[src/rtl/fp_pkg.sv]
// Shared floating-point constants: field widths per word size, flag bit positions
// and canonical quiet-NaN encodings.
package fp_pkg;

   localparam int FLAG_INV = 2;
   localparam int FLAG_OVF = 1;
   localparam int FLAG_UNF = 0;

   localparam int EXP_W_SP = 8;
   localparam int MAN_W_SP = 23;
   localparam int EXP_W_DP = 11;
   localparam int MAN_W_DP = 52;

   localparam logic [31:0] QNAN_SP = 32'h7FC0_0000;
   localparam logic [63:0] QNAN_DP = 64'h7FF8_0000_0000_0000;

   typedef logic [2:0] fp_flags_t;

   function automatic int exp_width(input int x);
      return (x == 64) ? EXP_W_DP : EXP_W_SP;
   endfunction

   function automatic int man_width(input int x);
      return (x == 64) ? MAN_W_DP : MAN_W_SP;
   endfunction

   // Quiet NaN right-aligned in a 64-bit container; callers slice [x-1:0].
   function automatic logic [63:0] qnan(input int x);
      return (x == 64) ? QNAN_DP : {32'h0, QNAN_SP};
   endfunction

endpackage

[src/rtl/fp_result_queue_if.sv]
// Producer/consumer bundle of the result queue: adder-side push port and
// consumer-side pop port. The queue itself uses the slave modport.
interface fp_result_queue_if #(
   parameter int X = 32
);
   import fp_pkg::*;

   logic         in_valid;
   logic         in_ready;
   logic [X-1:0] in_result;
   logic         in_overflow;
   logic         in_underflow;
   logic         out_valid;
   logic         out_ready;
   logic [X-1:0] out_result;
   fp_flags_t    out_flags;

   modport master (
      output in_valid, in_result, in_overflow, in_underflow, out_ready,
      input  in_ready, out_valid, out_result, out_flags
   );

   modport slave (
      input  in_valid, in_result, in_overflow, in_underflow, out_ready,
      output in_ready, out_valid, out_result, out_flags
   );

endinterface

[src/rtl/fp_fixup.sv]
// Combinational IEEE-754 special-value fix-up of an adder result.
// Optional NaN canonicalisation under FP_RESULT_Q_NAN_CANON_EN.
module fp_fixup
   import fp_pkg::*;
#(
   parameter int X = 32
) (
   input  logic [X-1:0] word,
   input  logic         overflow,
   input  logic         underflow,
   output logic [X-1:0] fixed,
   output fp_flags_t    flags
);

   localparam int EW = exp_width(X);
   localparam int MW = man_width(X);

   logic sign;
   assign sign = word[X-1];

`ifdef FP_RESULT_Q_NAN_CANON_EN
   localparam logic [63:0] QNAN_W = qnan(X);
   logic [EW-1:0] exp_f;
   logic [MW-1:0] man_f;
   assign exp_f = word[X-2 -: EW];
   assign man_f = word[MW-1:0];
`endif

   // Overflow outranks underflow when the adder reports both.
   always_comb begin
      fixed = word;
      flags = '0;
      if (overflow) begin
         fixed          = {sign, {EW{1'b1}}, {MW{1'b0}}};
         flags[FLAG_OVF] = 1'b1;
      end else if (underflow) begin
         fixed          = {sign, {(X-1){1'b0}}};
         flags[FLAG_UNF] = 1'b1;
      end
`ifdef FP_RESULT_Q_NAN_CANON_EN
      else if ((&exp_f) && (|man_f)) begin
         fixed          = QNAN_W[X-1:0];
         flags[FLAG_INV] = 1'b1;
      end
`endif
   end

endmodule

[src/rtl/fp_result_queue.sv]
// Registered result queue behind the FP adder: fix-up at push, in-order FIFO,
// sticky exception flags. FP_RESULT_Q_NAN_CANON_EN enables NaN canonicalisation.
module fp_result_queue
   import fp_pkg::*;
#(
   parameter int X     = 32,
   parameter int DEPTH = 4
) (
   input  logic                      clk,
   input  logic                      rst_n,
   fp_result_queue_if.slave          bus,
   output logic [$clog2(DEPTH):0]    count,
   input  logic                      clear_flags,
   output fp_flags_t                 sticky_flags
);

   localparam int AW = $clog2(DEPTH);
   localparam int CW = AW + 1;

   logic [X-1:0]    mem_reg [DEPTH];
   fp_flags_t       flag_mem_reg [DEPTH];
   logic [AW-1:0]   wr_ptr_reg;
   logic [AW-1:0]   rd_ptr_reg;
   logic [CW-1:0]   count_reg;
   logic [CW-1:0]   count_next;
   fp_flags_t       sticky_reg;
   logic [X-1:0]    fixed_word;
   fp_flags_t       fixed_flags;
   logic            push;
   logic            pop;

   fp_fixup #(.X(X)) u_fixup (
      .word      (bus.in_result),
      .overflow  (bus.in_overflow),
      .underflow (bus.in_underflow),
      .fixed     (fixed_word),
      .flags     (fixed_flags)
   );

   // Ready and valid come only from the registered count, so nothing on the
   // input side reaches the outputs combinationally.
   assign bus.in_ready  = (count_reg != CW'(DEPTH));
   assign bus.out_valid = (count_reg != '0);
   assign bus.out_result = mem_reg[rd_ptr_reg];
   assign bus.out_flags  = flag_mem_reg[rd_ptr_reg];
   assign push = bus.in_valid && bus.in_ready;
   assign pop  = bus.out_valid && bus.out_ready;
   assign count        = count_reg;
   assign sticky_flags = sticky_reg;

   always_comb begin
      count_next = count_reg;
      case ({push, pop})
         2'b10:   count_next = count_reg + 1'b1;
         2'b01:   count_next = count_reg - 1'b1;
         default: count_next = count_reg;
      endcase
   end

   // Storage is reset so the head reads zero after reset.
   always_ff @(posedge clk or negedge rst_n) begin
      if (!rst_n) begin
         for (int i = 0; i < DEPTH; i++) begin
            mem_reg[i]      <= '0;
            flag_mem_reg[i] <= '0;
         end
      end else if (push) begin
         mem_reg[wr_ptr_reg]      <= fixed_word;
         flag_mem_reg[wr_ptr_reg] <= fixed_flags;
      end
   end

   // Pointers wrap naturally because DEPTH is a power of two.
   always_ff @(posedge clk or negedge rst_n) begin
      if (!rst_n) begin
         wr_ptr_reg <= '0;
         rd_ptr_reg <= '0;
         count_reg  <= '0;
      end else begin
         if (push) wr_ptr_reg <= wr_ptr_reg + 1'b1;
         if (pop)  rd_ptr_reg <= rd_ptr_reg + 1'b1;
         count_reg <= count_next;
      end
   end

   // Clear takes effect before the set from a push in the same cycle.
   always_ff @(posedge clk or negedge rst_n) begin
      if (!rst_n) begin
         sticky_reg <= '0;
      end else if (clear_flags) begin
         sticky_reg <= push ? fixed_flags : '0;
      end else if (push) begin
         sticky_reg <= sticky_reg | fixed_flags;
      end
   end

endmodule

[src/flat_wrapper.sv]
// flat-port wrapper written by rule: the top's interface ports become plain ports
module fp_result_queue_flat import fp_pkg::*;
#(
   parameter int X     = 32,
   parameter int DEPTH = 4
)
  (clk, rst_n, count, clear_flags, sticky_flags, bus_in_valid, bus_in_result, bus_in_overflow, bus_in_underflow, bus_out_ready, bus_in_ready, bus_out_valid, bus_out_result, bus_out_flags);
  fp_result_queue_if #(.X(X)) bus_i ();
  input  logic clk;
  input  logic rst_n;
  output logic [$clog2(DEPTH):0] count;
  input  logic clear_flags;
  output fp_flags_t sticky_flags;
  input wire logic [$bits(bus_i.in_valid)-1:0] bus_in_valid;
  input wire logic [$bits(bus_i.in_result)-1:0] bus_in_result;
  input wire logic [$bits(bus_i.in_overflow)-1:0] bus_in_overflow;
  input wire logic [$bits(bus_i.in_underflow)-1:0] bus_in_underflow;
  input wire logic [$bits(bus_i.out_ready)-1:0] bus_out_ready;
  output wire logic [$bits(bus_i.in_ready)-1:0] bus_in_ready;
  output wire logic [$bits(bus_i.out_valid)-1:0] bus_out_valid;
  output wire logic [$bits(bus_i.out_result)-1:0] bus_out_result;
  output wire logic [$bits(bus_i.out_flags)-1:0] bus_out_flags;
  assign bus_i.in_valid = bus_in_valid;
  assign bus_i.in_result = bus_in_result;
  assign bus_i.in_overflow = bus_in_overflow;
  assign bus_i.in_underflow = bus_in_underflow;
  assign bus_i.out_ready = bus_out_ready;
  assign bus_in_ready = bus_i.in_ready;
  assign bus_out_valid = bus_i.out_valid;
  assign bus_out_result = bus_i.out_result;
  assign bus_out_flags = bus_i.out_flags;
  fp_result_queue #(.X(X), .DEPTH(DEPTH)) u_core (.clk(clk), .rst_n(rst_n), .bus(bus_i), .count(count), .clear_flags(clear_flags), .sticky_flags(sticky_flags));
endmodule
[config.mk]
export PLATFORM = sky130hd
export DESIGN_NAME = fp_result_queue_flat
export DESIGN_NICKNAME = d
export VERILOG_FILES = /design/src/rtl/fp_pkg.sv /design/src/rtl/fp_result_queue_if.sv /design/src/rtl/fp_fixup.sv /design/src/rtl/fp_result_queue.sv /design/src/flat_wrapper.sv
export SDC_FILE = /design/constraint.sdc
export NUM_CORES = 1
export LEC_CHECK = 0
export ABC_AREA = 1
export CORE_ASPECT_RATIO = 0.9
export CORE_MARGIN = 10
export CORE_UTILIZATION = 31
export CTS_CLUSTER_DIAMETER = 120
export DETAILED_ROUTE_END_ITERATION = 10
export DONT_BUFFER_PORTS = 1
export GPL_TIMING_DRIVEN = 0
export PLACE_DENSITY = 0.5
export SETUP_SLACK_MARGIN = 0.1
export SYNTH_ARGS = -nofsm -noshare
export SYNTH_HDL_FRONTEND = slang
export SYNTH_SLANG_ARGS = --single-unit
[constraint.sdc]
create_clock -name clk -period 2.1 [get_ports clk]
set_input_delay 0.42 -clock clk [delete_from_list [all_inputs] [get_ports clk]]
set_output_delay 0.42 -clock clk [all_outputs]
set_load 0.05 [all_outputs]
==> flow_metrics.tcl <==
set metrics [dict create \
    grt_pass1_vias 7095 \
    async_flop_share_pct 100.0 \
    cp_max_fo 7 \
    fp-row-count 53 \
    drv_slew 0 \
    synth_area_mm2 0.007348 \
    port_buffers 0 \
    synth_top_area_share_pct 49.38 \
    finalClockSkew_ns 0.009384 \
    largest_reg_flops 128 \
    fmax_mhz 445.8 \
    grt_max_degree 146 \
    max_slew.worst_pin.slew_ns 0.8299 \
    ant_nets 0 \
    die-width_um 182.3 \
    synth_most_common_cell "nand2_1" \
    maxSlewHeadroom_pct 44.67 \
    synth_fa_ha_area_share_pct 1.124 \
    num_vias 6995 \
    fin_area_mm2 0.009767 \
    power.leakage_nw 4.576 \
    crit_arrival_ns 1.82 \
    setup_ws_ns -0.1430 \
    clkTransAtPathRegs_ns 0.06 \
    drt-initial-drc-count 741 \
    ys_types 19 \
    synth_xor_area_share_pct 0.2384 \
    cts_tree "done" \
    multi_input_area_mm2 0.004070 \
    antenna_found_initial 0 \
    rrSetupSlack_ns 0.14 \
    diodes 0 \
    cp-start-kind "register" \
    drt_pass1_iterations 5 \
    synth_edf_count 0 \
    cts_root_buf "clkbuf_16" \
    rr_startpoint "u_core.count[0]$_DFFE_PN0P_" \
    worstPathRequired_ns 1.68 \
    yosys.area_share.simple_pct 34.46 \
    synth_compound_gate_area_share_pct 7.798 \
    synth-main-ff-cell "dfrtp_1" \
    area_growth_syn_to_layout_pct 32.91 \
    grt_first_pass_wirelength_mm 44.83 \
    routabilityCongestion 0.8124 \
    register_area_mm2 0.003635 \
    startpoint "u_core.rd_ptr_reg[0]$_DFFE_PN0P_" \
    start_util_pct 31.48 \
    synthMuxAreaShare_pct 0 \
    crit_path_frequent_cell "buf_12" \
    ir_worst_vdd_mv 1.003 \
    detail_route.wl_per_cell_um 22.85 \
    rsz0062_at_grt "yes" \
    cts_max_level 4 \
    setup_viol 34 \
    drive_gt1_share_pct 23.19 \
    avgSynthCellArea_um2 7.884 \
    nFillCells 2408 \
    fp.dieH_um 166.1 \
    numCtsBuffers 17 \
    crit_chain "buf_6 > inv_8 > buf_12 > buf_12 > nor2_4 > o22ai_4" \
    io_pins 82 \
    end_kind "primary output" \
    synthTopCellsByCount "nand2_1, dfrtp_1, nand4_1" \
    vias_per_cell 5.444 \
    critPathSlowestCell "dfrtp_1" \
    clock_sinks 145 \
    yosys.area.top_type "dfrtp_1" \
    whs_ns -0.3091 \
    drc 0 \
    ys_seq_area_share_pct 49.38 \
    hold_violations 145 \
    violations "negative hold slack, negative setup slack" \
    post-route-period-util_pct 106.8 \
    dieArea_mm2 0.03027 \
    power.total_mw 20.09 \
    timing.rr.end "u_core.count[2]$_DFFE_PN0P_" \
    gr-usage-all-layers_pct 19.15 \
    nets 1016 \
    grt-ovfl-total 0 \
    finalCriticalPeriod_ns 2.243 \
    slowest_delay_ns 0.41 \
    synth-seq-cells 145 \
    outcome "finished, violations left" \
    timing_worst_setup_path_type "register to primary output" \
    yosysWarnings 0 \
    dpl_cell_area_mm2 0.007929 \
    wl_mm 29.36 \
    clkLatencyLatePin_ns 0.44 \
    hpwl_mm 18.45 \
    synthTopCellsByArea "dfrtp_1, nand2_1, nand4_1" \
    ff2ff_path_depth 11 \
    max-cap-violations 0 \
    clk_path_buf_depth 2 \
    min-delay-path-class "primary input to asynchronous set/reset pin" \
    coreArea_mm2 0.02334 \
    p_per_area_mw_per_mm2 2057 \
    synthCells 932 \
    synth_top_family_by_area "simple AND/OR/NAND/NOR gates" \
]
==> layout by cell type, fill, tap and decap left out, types with 3 or more instances in the layout <==
master and n:
buf_1 4, buf_6 11, o21ai_1 30, inv_1 9
o21ai_4 9, buf_2 32, bufinv_16 4, nor2_2 6
ha_1 4, nand2_1 322, o21ai_0 12, buf_8 4
nand3_4 4, o21ai_2 21, nand2_8 3, nand3_1 4
clkbuf_1 15, clkbuf_16 25, buf_4 23, clkbuf_8 7
o22ai_4 34, nand4_1 137, dfrtp_1 142, clkinvlp_4 6
nor2_1 72, nor2_4 15, buf_12 3
==> metal layers <==
layer	vias to the layer above	share of wire [%]	GRT usage, %
li1	3242	-	-
met1	3466	44	25.84
met2	252	46	29.17
met3	35	7.7	5.162
met4	0	2.1	5.832
met5	-	0	0
==> logic make-up (layout without fill, tap and decap cells) <==
kind of cell | count (synthesis) | in the layout
buf+inv | 105 | 155
compound gates | 106 | 106
fa+ha+maj | 6 | 6
xor+xnor | 2 | 2
flops | 145 | 145
simple gates | 567 | 567
other cells | 1 | 2
==> per-stage QoR <==
stage | TNS (ns) | std cells | setup slack (ns) | utilization, %
finish | -3.262 | 1285 | -0.1430 | 41.84
global route | -4.888 | 1285 | -0.1812 | 41.84
CTS | -3.647 | 1278 | -0.1280 | 40.71
detailed placement | -10.44 | 1235 | -0.3985 | 33.97
global placement | -10.30 | 1235 | -0.4103 | 33.97
floorplan | 0 | 933 | 0.04843 | -
==> worst max path at each step <==
stage	slack, ns	to	cells past startpoint
after floorplan	0.05	u_core.count[2]$_DFFE_PN0P_	11
after global placement	-0.41	bus_out_result[0]	5
after detailed placement	-0.40	bus_out_result[1]	5
after CTS	-0.13	bus_out_result[10]	6
after global routing	-0.18	bus_out_result[30]	6
final	-0.14	bus_out_flags[0]	6
==> repair_timing <==
item,in CTS,in global routing
hold endpoints to repair,145,145
setup endpoints to repair,37,37
pin swaps,37,32
buffers inserted,9,5
resized for setup,240,49
cloned,3,2
==> cell type report <==
class	count	share of cell area, %
inverters	15	0.8583
clock inverters	13	1.922
well taps	302	3.869
repair buffers	19	2.447
multi-input cells	683	41.67
plain buffers	90	7.622
clock buffers	18	4.394
flip-flops and latches	145	37.21
==> report_power, final <==
group	internal (mW)	total [mW]	leakage (nW)	switching, mW
registers	4.16	5.26	1.90	1.10
clock network	1.98	3.27	0.281	1.29
logic	3.75	11.6	2.40	7.81
==> critical path: cells and delay by family, from the launching register on <==
family,cells,cell delay [ns]
AOI/OAI and AO/OA,1,0.41
DFF,1,0.41
buffers and inverters,4,0.52
and+or+nand+nor,1,0.04
Note: power is estimated with default switching activity, not from simulation.
